`config.mk`:
```
export PLATFORM = sky130hd
export DESIGN_NAME = apb_slave_bank
export DESIGN_NICKNAME = d
export VERILOG_FILES = /design/src/rtl/apb_slave_bank.sv
export SDC_FILE = /design/constraint.sdc
export NUM_CORES = 1
export LEC_CHECK = 0
export CORE_MARGIN = 3
export CORE_UTILIZATION = 45
export CTS_BUF_LIST = sky130_fd_sc_hd__clkbuf_8
export DETAILED_ROUTE_END_ITERATION = 16
export GPL_ROUTABILITY_DRIVEN = 0
export PLACE_DENSITY = 0.66
export SLEW_MARGIN = 10
export SYNTH_ARGS = -nofsm -noshare
export SYNTH_HDL_FRONTEND = slang
export SYNTH_SLANG_ARGS = --single-unit
```
`constraint.sdc`:
```
create_clock -name Hclk -period 23.5 [get_ports Hclk]
set_input_delay 2.35 -clock Hclk [delete_from_list [all_inputs] [get_ports Hclk]]
set_output_delay 2.35 -clock Hclk [all_outputs]
set_load 0.02 [all_outputs]
```
`src/rtl/apb_slave_bank.sv`:
```
// Zero-wait-state APB2 completer backed by a reset-cleared 32-bit register bank.
// Define APB_SLV_PROTCHK_EN to build the protocol-violation checker (prot_err/err_cnt).
module apb_slave_bank #(
  parameter int SEL_IDX = 0,
  parameter int DEPTH   = 16,
  parameter int CNT_W   = 16
) (
  input  logic             Hclk,
  input  logic             Hrest,
  input  logic [3:0]       Pselx,
  input  logic             Penable,
  input  logic             Pwrite,
  input  logic [31:0]      Paddr,
  input  logic [31:0]      Pwdata,
  output logic [31:0]      Prdata,
  output logic [CNT_W-1:0] wr_cnt,
  output logic [CNT_W-1:0] rd_cnt,
  output logic             prot_err,
  output logic [7:0]       err_cnt
);

  localparam int AW = $clog2(DEPTH);

  typedef enum logic [1:0] {
    ST_IDLE   = 2'd0,
    ST_SETUP  = 2'd1,
    ST_ACCESS = 2'd2
  } state_t;

  state_t          r_state;
  logic [AW-1:0]   r_idx;
  logic            r_wr;
  logic [31:0]     r_bank [DEPTH];

  logic            w_sel;
  logic [AW-1:0]   w_idx;
  logic            w_setup;
  logic            w_complete;
  logic            w_wr_commit;
  logic            w_rd_commit;

  assign w_sel       = Pselx[SEL_IDX];
  assign w_idx       = Paddr[AW+1:2];
  assign w_setup     = w_sel & ~Penable;
  // A transfer only completes when its access phase directly follows a sampled setup.
  assign w_complete  = w_sel & Penable & (r_state == ST_SETUP);
  assign w_wr_commit = w_complete & r_wr;
  assign w_rd_commit = w_complete & ~r_wr;

  // Address bits above the bank and the other selects are intentionally ignored.
  logic w_unused;
  assign w_unused = ^{Paddr[31:AW+2], Paddr[1:0], Pselx};

  always_ff @(posedge Hclk or posedge Hrest) begin
    if (Hrest) begin
      r_state <= ST_IDLE;
      r_idx   <= '0;
      r_wr    <= 1'b0;
      Prdata  <= '0;
      wr_cnt  <= '0;
      rd_cnt  <= '0;
    end else begin
      if (!w_sel)        r_state <= ST_IDLE;
      else if (!Penable) r_state <= ST_SETUP;
      else               r_state <= ST_ACCESS;

      if (w_setup) begin
        r_idx <= w_idx;
        r_wr  <= Pwrite;
        if (!Pwrite) Prdata <= r_bank[w_idx];
      end

      if (w_wr_commit && wr_cnt != '1) wr_cnt <= wr_cnt + CNT_W'(1);
      if (w_rd_commit && rd_cnt != '1) rd_cnt <= rd_cnt + CNT_W'(1);
    end
  end

  // NOTE: the bank is architecturally reset-cleared, so every word is a flop with async reset rather than an inferred RAM.
  always_ff @(posedge Hclk or posedge Hrest) begin
    if (Hrest) begin
      for (int i = 0; i < DEPTH; i++) r_bank[i] <= '0;
    end else if (w_wr_commit) begin
      r_bank[r_idx] <= Pwdata;
    end
  end

`ifdef APB_SLV_PROTCHK_EN
  logic w_viol;

  // Access without a preceding setup, or an access phase that moved the address/direction.
  assign w_viol = w_sel & Penable &
                  ((r_state != ST_SETUP) | (w_idx != r_idx) | (Pwrite != r_wr));

  always_ff @(posedge Hclk or posedge Hrest) begin
    if (Hrest) begin
      prot_err <= 1'b0;
      err_cnt  <= '0;
    end else if (w_viol) begin
      prot_err <= 1'b1;
      if (err_cnt != 8'hFF) err_cnt <= err_cnt + 8'd1;
    end
  end
`else
  assign prot_err = 1'b0;
  assign err_cnt  = '0;
`endif

endmodule

```
# Word level (Yosys, flattened, before mapping)
# Cells that the tools add are included.
[totals]
n_memories = 0
out_inout_bits = 73
latch_bits = 0
ram_bits = 0
rom_bits = 0
register_bits = 583
wordCells = 52
in_bits = 72
[op_classes]
n_eq_ne = 3
mux = 8
div = 0
magnitude_cmp = 3
reduce_logical = 4
multipliers = 0
bitwise = 10
n_addsub = 2
shift = 0
[ops]
columns = ["operator", "count"]
rows = [
  ["512-bit bitwise mux", 1],
  ["32-bit binary-select mux with 4-bit select", 1],
  ["32-bit demux with 4-bit select", 1],
  ["32-bit two-way mux", 3],
  ["16-bit by 1-bit adder with 16-bit output (second input constant)", 2],
  ["16-bit inequality test (second input constant)", 2],
  ["5-bit >= comparator (second input constant)", 2],
  ["4-bit inverter with 5-bit output", 2],
  ["1-bit AND", 5],
  ["5-bit by 1-bit < comparator with 1-bit output (second input constant)", 1],
  ["2-bit two-way mux", 2],
  ["1-bit logical AND", 3],
  ["1-bit inverter", 3],
  ["2-bit by 1-bit equality test with 1-bit output (second input constant)", 1],
  ["2-bit AND reduction", 1],
]

# Depth between registers and ports, before layout
[logic_depth]
depth_word = 6
ltp_mapped = 7
mapped_depth_nobuf = 5

# Least setup slack after synthesis
# Ideal clock, no wire load.
[synth_timing]
path_type = "input-to-reg"
startpoint = "input Penable"
endpoint = "register r_bank[416] (netlist bit)"
cell_stages = 7
path_buffers = 3
setup_slack_ns = 19.577
setup_time_ns = 0.125
arrival_ns = 3.798
required_ns = 23.375
path_cell_list = "and4b_1 buf_4 nand2_4 or4_1 buf_2 buf_6 mux2_4"
[synth_via]
elab_chain_len = 3
[synth_rtl]
columns = ["element", "line_no", "source"]
rows = [
  ["from (decl)", "11", "input logic Penable,"],
  ["1-bit AND (2 in a row)", "46", "assign w_complete = w_sel & Penable & (r_state == ST_SETUP);"],
  ["1-bit AND", "47", "assign w_wr_commit = w_complete & r_wr;"],
  ["to (signal, indexed assignment)", "83", "r_bank[r_idx] <= Pwdata;"],
  ["to (decl)", "33", "logic [31:0] r_bank [DEPTH];"],
]
# No other way between the ends.
# A chain may end at the register's enable or synchronous reset.

# Worst setup path in the final report
[layout_timing]
startpoint = "input Penable"
endpoint = "register r_bank[292] (netlist bit)"
# Same word-level chain as after synthesis.

==> flow_metrics.py <==
metrics = {
    "status": {
        "status": "completed",
    },
    "clock_network": {
        "cts_htree_levels": 3,
        "post_cts_hold_buffer_count": 0,
        "worst_setup_hold_path_clk_slew_ns": 0.05,
        "clkLatencyLatePin_ns": 0.69,
        "clock_tree.buffer_depth": 3,
        "tritoncts": "done",
        "cts.root.buffer_cell": "clkbuf_8",
        "cts_sinks": 583,
        "post_cts_resized": 0,
        "numCtsBuffers": 100,
        "cts_post_setup_buffers_inserted": 0,
    },
    "die": {
        "number_of_top_level_pins": 145,
        "initial_utilization_pct": 45.8,
        "core_region_area_mm2": 0.0580,
        "site_rows": 88,
        "die_width_um": 249,
        "die_height_um": 249,
        "floorplan.die_area_mm2": 0.0620,
    },
    "yosys": {
        "yosysMostFrequentCell": "dfrtp_1",
        "synth_top_area_share_pct": 54.9,
        "synth_largest_area_cell": "dfrtp_1",
        "cell_count_after_synthesis": 1809,
        "synth-edff-count": 0,
        "synth_cell_types": 51,
        "mappedNetlistArea_mm2": 0.0266,
        "yosys-top-cells-area": "dfrtp_1 (55%), mux2_2 (18%), mux4_2 (5.4%)",
        "postSynth.asyncResetShare_pct": 100,
        "seq_area_frac_synth_pct": 54.9,
        "post_synth.cell_area_avg_um2": 14.7,
        "synth_common_cells": "dfrtp_1 (583), mux2_2 (421), mux2i_1 (138)",
        "postSynthRegisterBits": 583,
        "synthesis.yosys.warnings": 0,
        "synth_ff_type": "dfrtp_1",
    },
    "critical_path": {
        "critPathArrivalTime_ns": 5.72,
        "critical_path.max_fanout": 20,
        "worstPathBufferInverterCount": 2,
        "cp.required_ns": 24.05,
        "timing.reg2reg.setup_slack_ns": 20.17,
        "r2r_end": "r_bank[292]",
        "critical_path_s_top_delay_family": "simple AND/OR/NAND/NOR gates",
        "cp-end-kind": "register",
        "reg2regPathDepth": 5,
        "worst_flop_to_flop_path_startpoint": "r_state[1]",
        "critical-path-max-stage-delay_ns": 0.98,
        "path_cells": "clkdlybuf4s50_1 -> and4b_1 -> nand3_1 -> nor3_4 -> buf_4 -> mux2_2",
        "start_kind": "primary input",
        "criticalPathCategory": "primary input to register",
        "slowest_stage": "nor3_4",
    },
    "placement": {
        "placedInstanceArea_mm2": 0.0282,
        "dpl.hpwl_mm": 35.3,
        "place.port_buffers": 104,
        "placement.setup.worst_slack_ns": 17.58,
    },
    "worst_hold_path": {
        "whs_endpoint": "r_bank[324]",
        "worstHoldPathCells": 1,
        "hold_class": "register to register",
        "worst_hold_startpoint": "r_bank[324]",
    },
    "final_layout": {
        "total_nets_final": 1969,
        "syn_to_final_growth_pct": 13.7,
        "combined_area_of_the_multi_input_logic_cells_mm2": 0.0113,
        "layout-drive-gt1-share_pct": 39.6,
        "ff_latch_area_mm2": 0.0146,
        "num-fill-cells": 4867,
        "postLayoutCellArea_mm2": 0.0302,
    },
    "grt": {
        "grt_first_pass_wirelength_mm": 102,
        "via_count_of_the_first_global_routing_pass": 17000,
        "globalRouteOverflowTotal": 0,
        "grt_use_total_pct": 21.2,
        "grt_start_max_net_pins": 187,
        "grt_antenna_before_repair": 4,
    },
    "timing": {
        "rsz0062_at_grt": "no",
        "fin_worst_skew_ns": 0.0229,
        "slew-limit-headroom_pct": 27.9,
        "timing.final.crit_share_pct": 22.0,
        "timing.final.setup_violations": 0,
        "setup_ws_ns": 18.33,
        "achievable-frequency_ghz": 0.193,
        "hold_violations": 0,
        "setup_tns_after_final_layout_ns": 0,
        "tightestPinTransition_ns": 1.08,
        "timing.final.max_slew_violations": 0,
        "finalWorstPathRequiredPeriod_ns": 5.17,
    },
    "flow_run": {
        "max-cap-violations": 0,
    },
    "power": {
        "p_per_area_mw_per_mm2": 75.5,
        "p_leak_nw": 14.8,
        "max-vdd-ir-drop_v": 0.0000454,
        "finalPower_mw": 2.28,
    },
    "route": {
        "via_per_inst": 5.77,
        "route.final.wire_length_mm": 65.5,
        "avgRoutedWirePerCell_um": 24.0,
        "drt_drc_violations_left": 0,
        "detail_route.iter0.violations": 1077,
        "detailedRoute.firstPassIterationCount": 4,
        "antenna_left": 0,
        "routed-via-count": 15700,
    },
}
## routing by layer
layer	track usage, %	share of wire, %	routed length (um)	vias up
met5	0	0.035	23	-
met4	6.07	2.5	1620	4
met3	3.80	3.8	2500	120
met2	34.6	49	31800	325
met1	29.2	45	29500	8463
li1	-	-	-	6836
## kinds of logic (layout without fill, tap and decap cells)
group | Yosys count | in the layout | share of synthesized area, %
muxes | 723 | 723 | 34.0
DFF | 583 | 583 | 54.9
and+or+nand+nor | 176 | 176 | 3.60
buffers and inverters | 165 | 310 | 3.07
AOI/OAI and AO/OA | 134 | 134 | 3.56
xor gates and xnor gates | 25 | 25 | 0.824
adders and majority gates | 2 | 2 | 0.0941
other | 1 | 10 | 0.0141
## layout by cell type, fill, tap and decap left out, drive strengths merged, types with 2 or more instances in the layout
cell type / count
o31ai: 9
inv: 34
mux2i: 138
nand4: 28
buf: 37
clkbuf: 127
and2: 7
and3: 3
nor2: 32
nor3: 12
ha: 2
dfrtp: 583
conb: 9
or4: 5
nor4b: 3
nor2b: 6
a31oi: 24
a32oi: 10
nand4b: 3
nand3: 10
a21oi: 18
mux2: 521
a22oi: 63
a211oi: 4
nand2: 50
a2111oi: 2
and4b: 2
clkdlybuf4s50: 100
nand2b: 2
xnor2: 10
clkinv: 5
xor2: 15
clkinvlp: 4
and4: 5
nor3b: 3
bufinv: 3
mux4: 64
## layout make-up
type,count,share of cell area [%]
inverters,4,0.0745
clock inverters,42,0.890
flip-flops and latches,583,48.3
repair buffers,137,4.32
clock buffers,127,5.78
multi-input cells,1069,37.5
well taps,765,3.17
diodes,1,0.00828
## power breakdown
part / internal, mW / total, mW / switching, mW
Clock: 0.513 / 0.918 / 0.404
Combinational: 0.120 / 0.241 / 0.121
Sequential: 1.08 / 1.12 / 0.0464
## worst max-delay path by stage
stage,to,slack (ns),depth (start not counted),startpoint
global placement,r_bank[290],17.66,6,Penable
finish,r_bank[292],18.33,6,Penable
CTS,r_bank[292],18.33,6,Penable
floorplan,Prdata[0],4.84,1,Hrest
detailed placement,r_bank[292],17.58,6,Penable
global route,r_bank[292],18.22,6,Penable
## flip-flops by register name, summed over array words and instances, names as in the netlist
name	cells
Prdata	32
r_bank	512
r_idx	4
r_state	2
r_wr	1
rd_cnt	16
wr_cnt	16
## metrics by stage
| stage | hold WS [ns] | util (%) | std cells |
|---|---|---|---|
| floorplan | 0.452 | - | 1817 |
| global placement | 0.464 | 48.6 | 2558 |
| detailed placement | 0.471 | 48.6 | 2558 |
| CTS | 0.491 | 52.1 | 2727 |
| global route | 0.501 | 52.1 | 2728 |
| finish | 0.488 | 52.1 | 2728 |
No activity file was read; power rests on OpenSTA's default activity.
